<file path="src/rtl/wb_arb_param_if.sv">
// Bus bundle between requesting masters and the wb_arb_param arbiter.
// The master modport drives requests; the slave modport is the arbiter side.
interface wb_arb_param_if #(
  parameter int NUM_MASTERS = 4,
  parameter int IDX_W       = 2
);
  logic [NUM_MASTERS-1:0] request;
  logic [NUM_MASTERS-1:0] grant;
  logic                   grant_valid;
  logic [IDX_W-1:0]       grant_idx;
  logic                   timeout_evt;

  modport master (
    output request,
    input  grant,
    input  grant_valid,
    input  grant_idx,
    input  timeout_evt
  );

  modport slave (
    input  request,
    output grant,
    output grant_valid,
    output grant_idx,
    output timeout_evt
  );
endinterface

</file>
<file path="src/rtl/wb_arb_param.sv">
// Parameterised bus arbiter: round-robin or fixed priority, registered one-hot grant.
// Define WB_ARB_TIMEOUT_EN to compile in the contended-ownership hold counter and timeout_evt.
module wb_arb_param #(
  parameter int NUM_MASTERS    = 4,
  parameter int IDX_W          = 2,
  parameter int FIXED_PRIO     = 0,
  parameter int TIMEOUT_CYCLES = 64
) (
  input  logic           clk,
  input  logic           rst,
  wb_arb_param_if.slave  bus
);

  typedef enum logic {IDLE = 1'b0, BUSY = 1'b1} state_e;

  localparam logic [NUM_MASTERS-1:0] ONE_HOT_0 = {{(NUM_MASTERS-1){1'b0}}, 1'b1};
  localparam logic [IDX_W-1:0]       LAST_IDX  = IDX_W'(NUM_MASTERS - 1);

  if (NUM_MASTERS < 2 || NUM_MASTERS > 16) begin : g_bad_num_masters
    $error("wb_arb_param: NUM_MASTERS out of range");
  end
  if (IDX_W != $clog2(NUM_MASTERS)) begin : g_bad_idx_w
    $error("wb_arb_param: IDX_W must equal clog2(NUM_MASTERS)");
  end
  if (TIMEOUT_CYCLES < 2 || TIMEOUT_CYCLES > 65535) begin : g_bad_timeout
    $error("wb_arb_param: TIMEOUT_CYCLES out of range");
  end

  // Round-robin scans ptr+1 .. ptr (wrapping); fixed priority ignores ptr.
  function automatic logic [IDX_W-1:0] pick_winner(input logic [NUM_MASTERS-1:0] req,
                                                   input logic [IDX_W-1:0]       ptr);
    logic [IDX_W-1:0] win;
    logic             found;
    int               j;
    win   = ptr;
    found = 1'b0;
    if (FIXED_PRIO != 0) begin
      for (int k = NUM_MASTERS - 1; k >= 0; k--) begin
        if (req[k]) win = IDX_W'(k);
      end
    end else begin
      for (int k = 1; k <= NUM_MASTERS; k++) begin
        j = (int'(ptr) + k) % NUM_MASTERS;
        if (!found && req[j]) begin
          win   = IDX_W'(j);
          found = 1'b1;
        end
      end
    end
    return win;
  endfunction

  state_e                 state_d, state_q;
  logic [NUM_MASTERS-1:0] grant_d, grant_q;
  logic                   valid_d, valid_q;
  logic [IDX_W-1:0]       idx_d, idx_q;
  logic [IDX_W-1:0]       last_owner_d, last_owner_q;

  logic                   owner_req;
  logic                   new_grant;
  logic [IDX_W-1:0]       next_idx;
  logic [IDX_W-1:0]       winner;
  logic [IDX_W-1:0]       winner_ex;
  logic                   timeout_hit;

  assign owner_req = |(bus.request & grant_q);
  assign winner    = pick_winner(bus.request, last_owner_q);

`ifdef WB_ARB_TIMEOUT_EN
  localparam logic [15:0] HOLD_MAX = 16'(TIMEOUT_CYCLES - 1);

  logic [NUM_MASTERS-1:0] others;
  logic [15:0]            hold_cnt_d, hold_cnt_q;
  logic                   timeout_evt_d, timeout_evt_q;

  // A timed-out owner is skipped by masking its own request out of the search.
  assign others      = bus.request & ~grant_q;
  assign winner_ex   = pick_winner(others, last_owner_q);
  assign timeout_hit = (state_q == BUSY) && owner_req && (|others) && (hold_cnt_q == HOLD_MAX);
`else
  assign winner_ex   = winner;
  assign timeout_hit = 1'b0;
`endif

  // Next-state, next-grant and last-owner selection.
  always_comb begin
    state_d      = state_q;
    grant_d      = grant_q;
    valid_d      = valid_q;
    idx_d        = idx_q;
    last_owner_d = last_owner_q;
    new_grant    = 1'b0;
    next_idx     = winner;
    case (state_q)
      IDLE: begin
        if (|bus.request) begin
          new_grant = 1'b1;
        end else begin
          state_d = IDLE;
        end
      end
      BUSY: begin
        if (!owner_req) begin
          if (|bus.request) begin
            new_grant = 1'b1;
          end else begin
            state_d = IDLE;
            grant_d = '0;
            valid_d = 1'b0;
          end
        end else if (timeout_hit) begin
          new_grant = 1'b1;
          next_idx  = winner_ex;
        end else begin
          state_d = BUSY;
        end
      end
      default: begin
        state_d = IDLE;
        grant_d = '0;
        valid_d = 1'b0;
      end
    endcase
    if (new_grant) begin
      state_d      = BUSY;
      grant_d      = ONE_HOT_0 << next_idx;
      valid_d      = 1'b1;
      idx_d        = next_idx;
      last_owner_d = next_idx;
    end else begin
      last_owner_d = last_owner_q;
    end
  end

  // Arbiter state and registered outputs; reset takes effect without a clock.
  always_ff @(posedge clk or posedge rst) begin
    if (rst) begin
      state_q      <= IDLE;
      grant_q      <= '0;
      valid_q      <= 1'b0;
      idx_q        <= '0;
      last_owner_q <= LAST_IDX;
    end else begin
      state_q      <= state_d;
      grant_q      <= grant_d;
      valid_q      <= valid_d;
      idx_q        <= idx_d;
      last_owner_q <= last_owner_d;
    end
  end

`ifdef WB_ARB_TIMEOUT_EN
  // Counter restarts on any grant change and saturates while the owner holds on.
  always_comb begin
    timeout_evt_d = timeout_hit;
    if (grant_d != grant_q) begin
      hold_cnt_d = 16'd0;
    end else if ((state_q == BUSY) && (hold_cnt_q != HOLD_MAX)) begin
      hold_cnt_d = hold_cnt_q + 16'd1;
    end else begin
      hold_cnt_d = hold_cnt_q;
    end
  end

  // Hold counter and timeout pulse registers.
  always_ff @(posedge clk or posedge rst) begin
    if (rst) begin
      hold_cnt_q    <= 16'd0;
      timeout_evt_q <= 1'b0;
    end else begin
      hold_cnt_q    <= hold_cnt_d;
      timeout_evt_q <= timeout_evt_d;
    end
  end

  assign bus.timeout_evt = timeout_evt_q;
`else
  assign bus.timeout_evt = 1'b0;
`endif

  assign bus.grant       = grant_q;
  assign bus.grant_valid = valid_q;
  assign bus.grant_idx   = idx_q;

endmodule

</file>
<file path="src/flat_wrapper.sv">
// flat-port wrapper written by rule: the top's interface ports become plain ports
module wb_arb_param_flat 
#(
  parameter int NUM_MASTERS    = 4,
  parameter int IDX_W          = 2,
  parameter int FIXED_PRIO     = 0,
  parameter int TIMEOUT_CYCLES = 64
)
  (clk, rst, bus_request, bus_grant, bus_grant_valid, bus_grant_idx, bus_timeout_evt);
  wb_arb_param_if #(.NUM_MASTERS(NUM_MASTERS), .IDX_W(IDX_W)) bus_i ();
  input  logic clk;
  input  logic rst;
  input wire logic [$bits(bus_i.request)-1:0] bus_request;
  output wire logic [$bits(bus_i.grant)-1:0] bus_grant;
  output wire logic [$bits(bus_i.grant_valid)-1:0] bus_grant_valid;
  output wire logic [$bits(bus_i.grant_idx)-1:0] bus_grant_idx;
  output wire logic [$bits(bus_i.timeout_evt)-1:0] bus_timeout_evt;
  assign bus_i.request = bus_request;
  assign bus_grant = bus_i.grant;
  assign bus_grant_valid = bus_i.grant_valid;
  assign bus_grant_idx = bus_i.grant_idx;
  assign bus_timeout_evt = bus_i.timeout_evt;
  wb_arb_param #(.NUM_MASTERS(NUM_MASTERS), .IDX_W(IDX_W), .FIXED_PRIO(FIXED_PRIO), .TIMEOUT_CYCLES(TIMEOUT_CYCLES)) u_core (.clk(clk), .rst(rst), .bus(bus_i));
endmodule
</file>
<file path="config.mk">
export PLATFORM = sky130hd
export DESIGN_NAME = wb_arb_param_flat
export DESIGN_NICKNAME = d
export VERILOG_FILES = /design/src/rtl/wb_arb_param_if.sv /design/src/rtl/wb_arb_param.sv /design/src/flat_wrapper.sv
export SDC_FILE = /design/constraint.sdc
export NUM_CORES = 1
export LEC_CHECK = 0
export ABC_AREA = 0
export CORE_AREA = 5 5 42 44
export DETAILED_ROUTE_END_ITERATION = 8
export DIE_AREA = 0 0 47 49
export DONT_BUFFER_PORTS = 1
export MAX_ROUTING_LAYER = met4
export PLACE_DENSITY_LB_ADDON = 0.2
export SLEW_MARGIN = 20
export SYNTH_ARGS = -nofsm -noshare
export SYNTH_HDL_FRONTEND = slang
export SYNTH_SLANG_ARGS = --single-unit
</file>
<file path="constraint.sdc">
create_clock -name clk -period 2.1 [get_ports clk]
set_input_delay 0 -clock clk [delete_from_list [all_inputs] [get_ports clk]]
set_output_delay 0 -clock clk [all_outputs]
set_load 0.1 [all_outputs]
</file>
Word level (Yosys, flattened, before mapping)
Index checks and enable logic that the tools add are counted.
{"block": "op_classes", "shifts": 1, "n_mux": 33, "add_sub_neg": 4, "eq_ne": 2, "order_cmp": 4, "n_bitwise": 6, "n_reduce_logical": 14}
{"op": "$mux 1", "n": 19}
{"op": "$lt 3x4->1 const B", "n": 4}
{"op": "$mux 4", "n": 4}
{"op": "$bmux 1 s2", "n": 4}
{"op": "$mux 2", "n": 4}
{"op": "$reduce_or 2->1", "n": 4}
{"op": "$reduce_or 4->1", "n": 2}
{"op": "$add 2x1->2 const B", "n": 2}
{"op": "$add 2x2->2 const B", "n": 2}
{"op": "$and 1x1->1 const A", "n": 4}
{"op": "$and 4x4->4", "n": 1}
{"op": "$pmux 1 s2", "n": 2}
{"op": "$shl 1x2->4 const A", "n": 1}
{"op": "$logic_and 1x1->1", "n": 3}
{"op": "$logic_not 1->1", "n": 3}
{"op": "$reduce_and 3->1", "n": 1}
{"op": "$ne 2x1->1 const B", "n": 1}
{"op": "$ne 2x2->1 const B", "n": 1}
{"op": "$reduce_bool 2->1", "n": 1}
{"op": "$not 1->1", "n": 1}
{"block": "word_totals", "input_bits": 6, "out_inout_bits": 8, "ff_bits": 10, "wordCells": 69}

Logic depth before layout (Yosys ltp)
{"block": "depth", "word_depth": 18, "depth_mapped": 5, "depth_no_buf": 4}

Least setup slack after synthesis
Ideal clock, no wire load.
{"block": "synth_path", "path_type": "register to register", "start": "reg u_core.grant_q[0] (netlist: u_core.bus.grant[0])", "end": "reg u_core.idx_q[0] (netlist: u_core.bus.grant_idx[0])", "stages_incl_launch_ff": 5, "synth_period_minus_slack_ns": 1.917, "t_required_ns": 1.974, "path_slack_ns": 0.183, "setup_ns": 0.126, "arrival_time_ns": 1.790, "path_buffers": 0, "cell_sequence": "dfrtp_1 > a22oi_1 > nand2_1 > a21oi_4 > mux2_4"}
{"block": "synth_between", "elab_chain_cells": 4}
{"item": "start, declared", "line_no": "wb_arb_param.sv:54", "source": "logic [NUM_MASTERS-1:0] grant_d, grant_q;"}
{"item": "start signal, assigned", "line_no": "wb_arb_param.sv:145", "source": "grant_q <= grant_d;"}
{"item": "$and 4x4->4", "line_no": "wb_arb_param.sv:66", "source": "assign owner_req = |(bus.request & grant_q);"}
{"item": "$reduce_or 4->1", "line_no": "wb_arb_param.sv:66"}
{"item": "$mux 1", "line_no": "wb_arb_param.sv:103", "source": "if (!owner_req) begin"}
{"item": "$pmux 1 s2", "line_no": "wb_arb_param.sv:94", "source": "case (state_q)"}
{"item": "end signal, assigned", "line_no": "wb_arb_param.sv:147", "source": "idx_q <= idx_d;"}
{"item": "end, declared", "line_no": "wb_arb_param.sv:56", "source": "logic [IDX_W-1:0] idx_d, idx_q;"}
Every way passes these cells.
A chain may end at the register's enable or synchronous reset.

Final worst setup path
{"block": "layout_path", "start": "reg u_core.last_owner_q[1]", "end": "reg u_core.idx_q[0] (netlist: u_core.bus.grant_idx[0])"}
{"block": "layout_between", "elab_chain_cells": 14, "elab_cells_between_ends": 29, "cone_classes": "add/sub (4); mux (19); reduce/logical (6)"}
{"item": "start, declared", "line_no": "wb_arb_param.sv:57", "source": "logic [IDX_W-1:0] last_owner_d, last_owner_q;"}
{"item": "start signal, assigned", "line_no": "wb_arb_param.sv:148", "source": "last_owner_q <= last_owner_d;"}
{"item": "$add 2x1->2", "line_no": "wb_arb_param.sv:43", "source": "j = (int'(ptr) + k) % NUM_MASTERS;"}
{"item": "$bmux 1 s2", "line_no": "wb_arb_param.sv:44", "source": "if (!found && req[j]) begin"}
{"item": "$mux 1 (not written as such) (2 in series)", "line_no": "wb_arb_param.sv:44"}
{"item": "$mux 1", "line_no": "wb_arb_param.sv:44"}
{"item": "$logic_not 1->1", "line_no": "wb_arb_param.sv:44"}
{"item": "$logic_and 1x1->1", "line_no": "wb_arb_param.sv:44"}
{"item": "$mux 1", "line_no": "wb_arb_param.sv:44"}
{"item": "$logic_not 1->1", "line_no": "wb_arb_param.sv:44"}
{"item": "$logic_and 1x1->1", "line_no": "wb_arb_param.sv:44"}
{"item": "$mux 1", "line_no": "wb_arb_param.sv:44"}
{"item": "$logic_not 1->1", "line_no": "wb_arb_param.sv:44"}
{"item": "$logic_and 1x1->1", "line_no": "wb_arb_param.sv:44"}
{"item": "$mux 2 *", "line_no": "wb_arb_param.sv:44"}
Mark *: on every way between the ends. The rest lies on a longest branch, timed or not. The select of a mux whose other input is x is not followed.

==> impl_results.md <==
- Status: finished clean
- Register Area: 253 um^2
- Worst hold path type: input port to flip-flop
- Worst R2R Start: u_core.last_owner_q[1]
- Multi-input gate area: around 270 um^2
- CTS max path bufs: 2
- Max Cap Viol: 0
- Share of layout cells above drive strength 1: 33.3%
- Final hold violations: 0
- N_diodes: 0
- Routed WL: between 1 and 1.5 mm
- Final nets: 64
- Critical Path Sink: u_core.bus.grant_idx[0]
- Die Area: approximately 2300 um^2
- Fmax: 610 MHz
- Largest net degree at the start of global routing: 11
- TritonCTS clock tree: done
- Setup Viol. Count Final: 0
- Seq/Total Area, Yosys: 46.1%
- Detailed-route via count: 423
- Global-route wire length before repair: 1.97 mm
- CP max-delay cell: dfstp_2
- Routability cong.: ~0.75
- DRT Pass-1 Iters: 4
- Crit path from: u_core.last_owner_q[1]
- Skew final: 0.000897 ns
- Yosys reg bits: 10
- TritonCTS buffer count: 3
- RSZ-0062 raised after global routing: false
- Antenna Nets Post-Route: 0
- Top delay family on crit path: flip-flops
- Cells along the critical path: mux2i_1 -> nor2_1 -> or3_4 -> mux2_4
- Setup TNS: 0 ns
- Post-Syn Instances: 45
- Clock root buffer: clkbuf_4
- Reg clk slew, reported paths: approximately 0.060 ns
- Synthesized area per cell: 12.2 um^2
- # port buffers: 0
- Cts repair resizes: 0
- Final Max Tran Viols: 0
- Data arrival, critical path: approximately 1.8 ns
- Asr flop ratio synth: 100%
- Total GRT Usage: 12.8%
- Period minus WS final: between 1.5 and 2 ns
- Die X-Extent: 47 um
- Post-CTS Hold Buffers: 3
- Clk Latency, worst-skew pair: between 0.2 and 0.3 ns
- Reg2reg path depth: 4
- Critical path startpoint category: flip-flop
- Core area: about 1400 um^2
- Initial Utilization: 39.1%
- Post-Syn Area: around 550 um^2
- DR iter-0 viols: 18
- Clk sinks: 10
- Most common cell after layout, fill and taps aside: dfrtp_1
- Crit path buf inv count: 0
- Final worst-path cycle share: 78.1%
- Synth Flop Type: dfrtp_1
- Commonest cells after routing, fill and taps aside: 8 x dfrtp_1, 7 x buf_4, 4 x a32o_1
- CTS H-tree lvls: 1
- Post-synth EDFFs: 0
- CP max FO: 8
- DR DRC count: 0
- Grt total ovfl: 0
- Vias in the first global route: approximately 440
- WP data required: 2.26 ns
- Area Overhead vs Synth: 21.9%
- Initial antenna violation count: 0
- Setup Buffers After CTS: 0
- Crit. End Element: flip-flop
- Yosys cell types: 25
- Die Y: 49 um
- Yosys warns: 0
- Core Rows: 14
- Detail Placement HPWL: 856 um
- IO Pins: 14
- Reg2reg setup slack: 0.46 ns
- Reg2reg end: u_core.bus.grant_idx[0]
- Syn Nets: between 50 and 60
- Routed length per instance: 15.8 um
- Setup Crit Path Kind: flip-flop to flip-flop
- Worst path depth: 4
- Fillers: 123
- Slowest Stage Delay on Critical Path: slightly above 0.6 ns
- Via density per instance: 5.79
## synthesized netlist by cell type (2+ instances only)
| library cell | n | area share, % |
|---|---|---|
| dfrtp_1 | 8 | 37 |
| a32o_1 | 4 | 7.3 |
| inv_1 | 3 | 2.1 |
| mux2_4 | 3 | 8.2 |
| a21oi_1 | 2 | 1.8 |
| a22oi_1 | 2 | 2.7 |
| dfstp_2 | 2 | 9.6 |
| mux2i_1 | 2 | 3.7 |
| nand2_1 | 2 | 1.4 |
| nor2_1 | 2 | 1.4 |
## metrics by stage
stage	hold slack, ns	util (%)	setup slack (ns)	cell area (um^2)	cells
after global routing	0.0426	47.7	0.361	668	73
after CTS	0.0124	47.7	0.457	668	73
after floorplan	-0.161	-	0.183	548	45
after detailed placement	-0.112	42.9	0.479	602	66
final	0.0232	47.7	0.460	668	73
after global placement	-0.123	42.9	0.516	602	66
## cells by family after synthesis
logic type | count (synthesis) | synth area share, %
multiplexers | 5 | 11.9
flip-flops | 10 | 46.1
AND/OR/NAND/NOR | 10 | 13.7
AO/OA/AOI/OAI | 14 | 22.1
buffers and inverters | 5 | 5.48
other | 1 | 0.684
## worst reg2reg max path, stage by stage (launching register included)
cell	delay [ns]
dfstp_2	0.61
mux2i_1	0.20
nor2_1	0.07
or3_4	0.39
mux2_4	0.27
## layout make-up
class                           instances  area share (%)
Multi-Input combinational cell         30            39.7
Clock buffer                            4            5.43
Tap cell                               16            3.00
Inverter                                3            1.69
Sequential cell                        10            37.8
Timing Repair Buffer                   10            12.4
## layer usage
metal  share of wire, %  vias up  global-route usage (%)
met1                 43      208                    14.5
met3                 10        5                    5.17
met5                  0        -                       -
met2                 44       16                    17.2
li1                   -      194                       -
met4                3.6        0                    9.68
## worst min path at each step
stage                    from                 endpoint  slack [ns]  cells after the start
2_1_floorplan             rst      u_core.bus.grant[0]       -0.16                      1
3_3_place_gp              rst  u_core.bus.grant_idx[1]       -0.12                      1
3_5_place_dp              rst  u_core.bus.grant_idx[0]       -0.11                      1
4_1_cts        bus_request[3]   u_core.last_owner_q[1]        0.01                      2
5_1_grt        bus_request[3]   u_core.last_owner_q[1]        0.04                      2
6_report       bus_request[3]   u_core.last_owner_q[1]        0.02                      2
## registers in the layout, indices dropped and copies added, names as in the netlist
signal	flops
u_core.last_owner_q	2
u_core.bus.grant_valid	1
u_core.bus.grant	4
u_core.bus.grant_idx	2
u_core.state_q	1
Power is left out: the tool's default activity adds up to more than one toggle a clock period on the data nets, which glitch-free logic cannot reach.
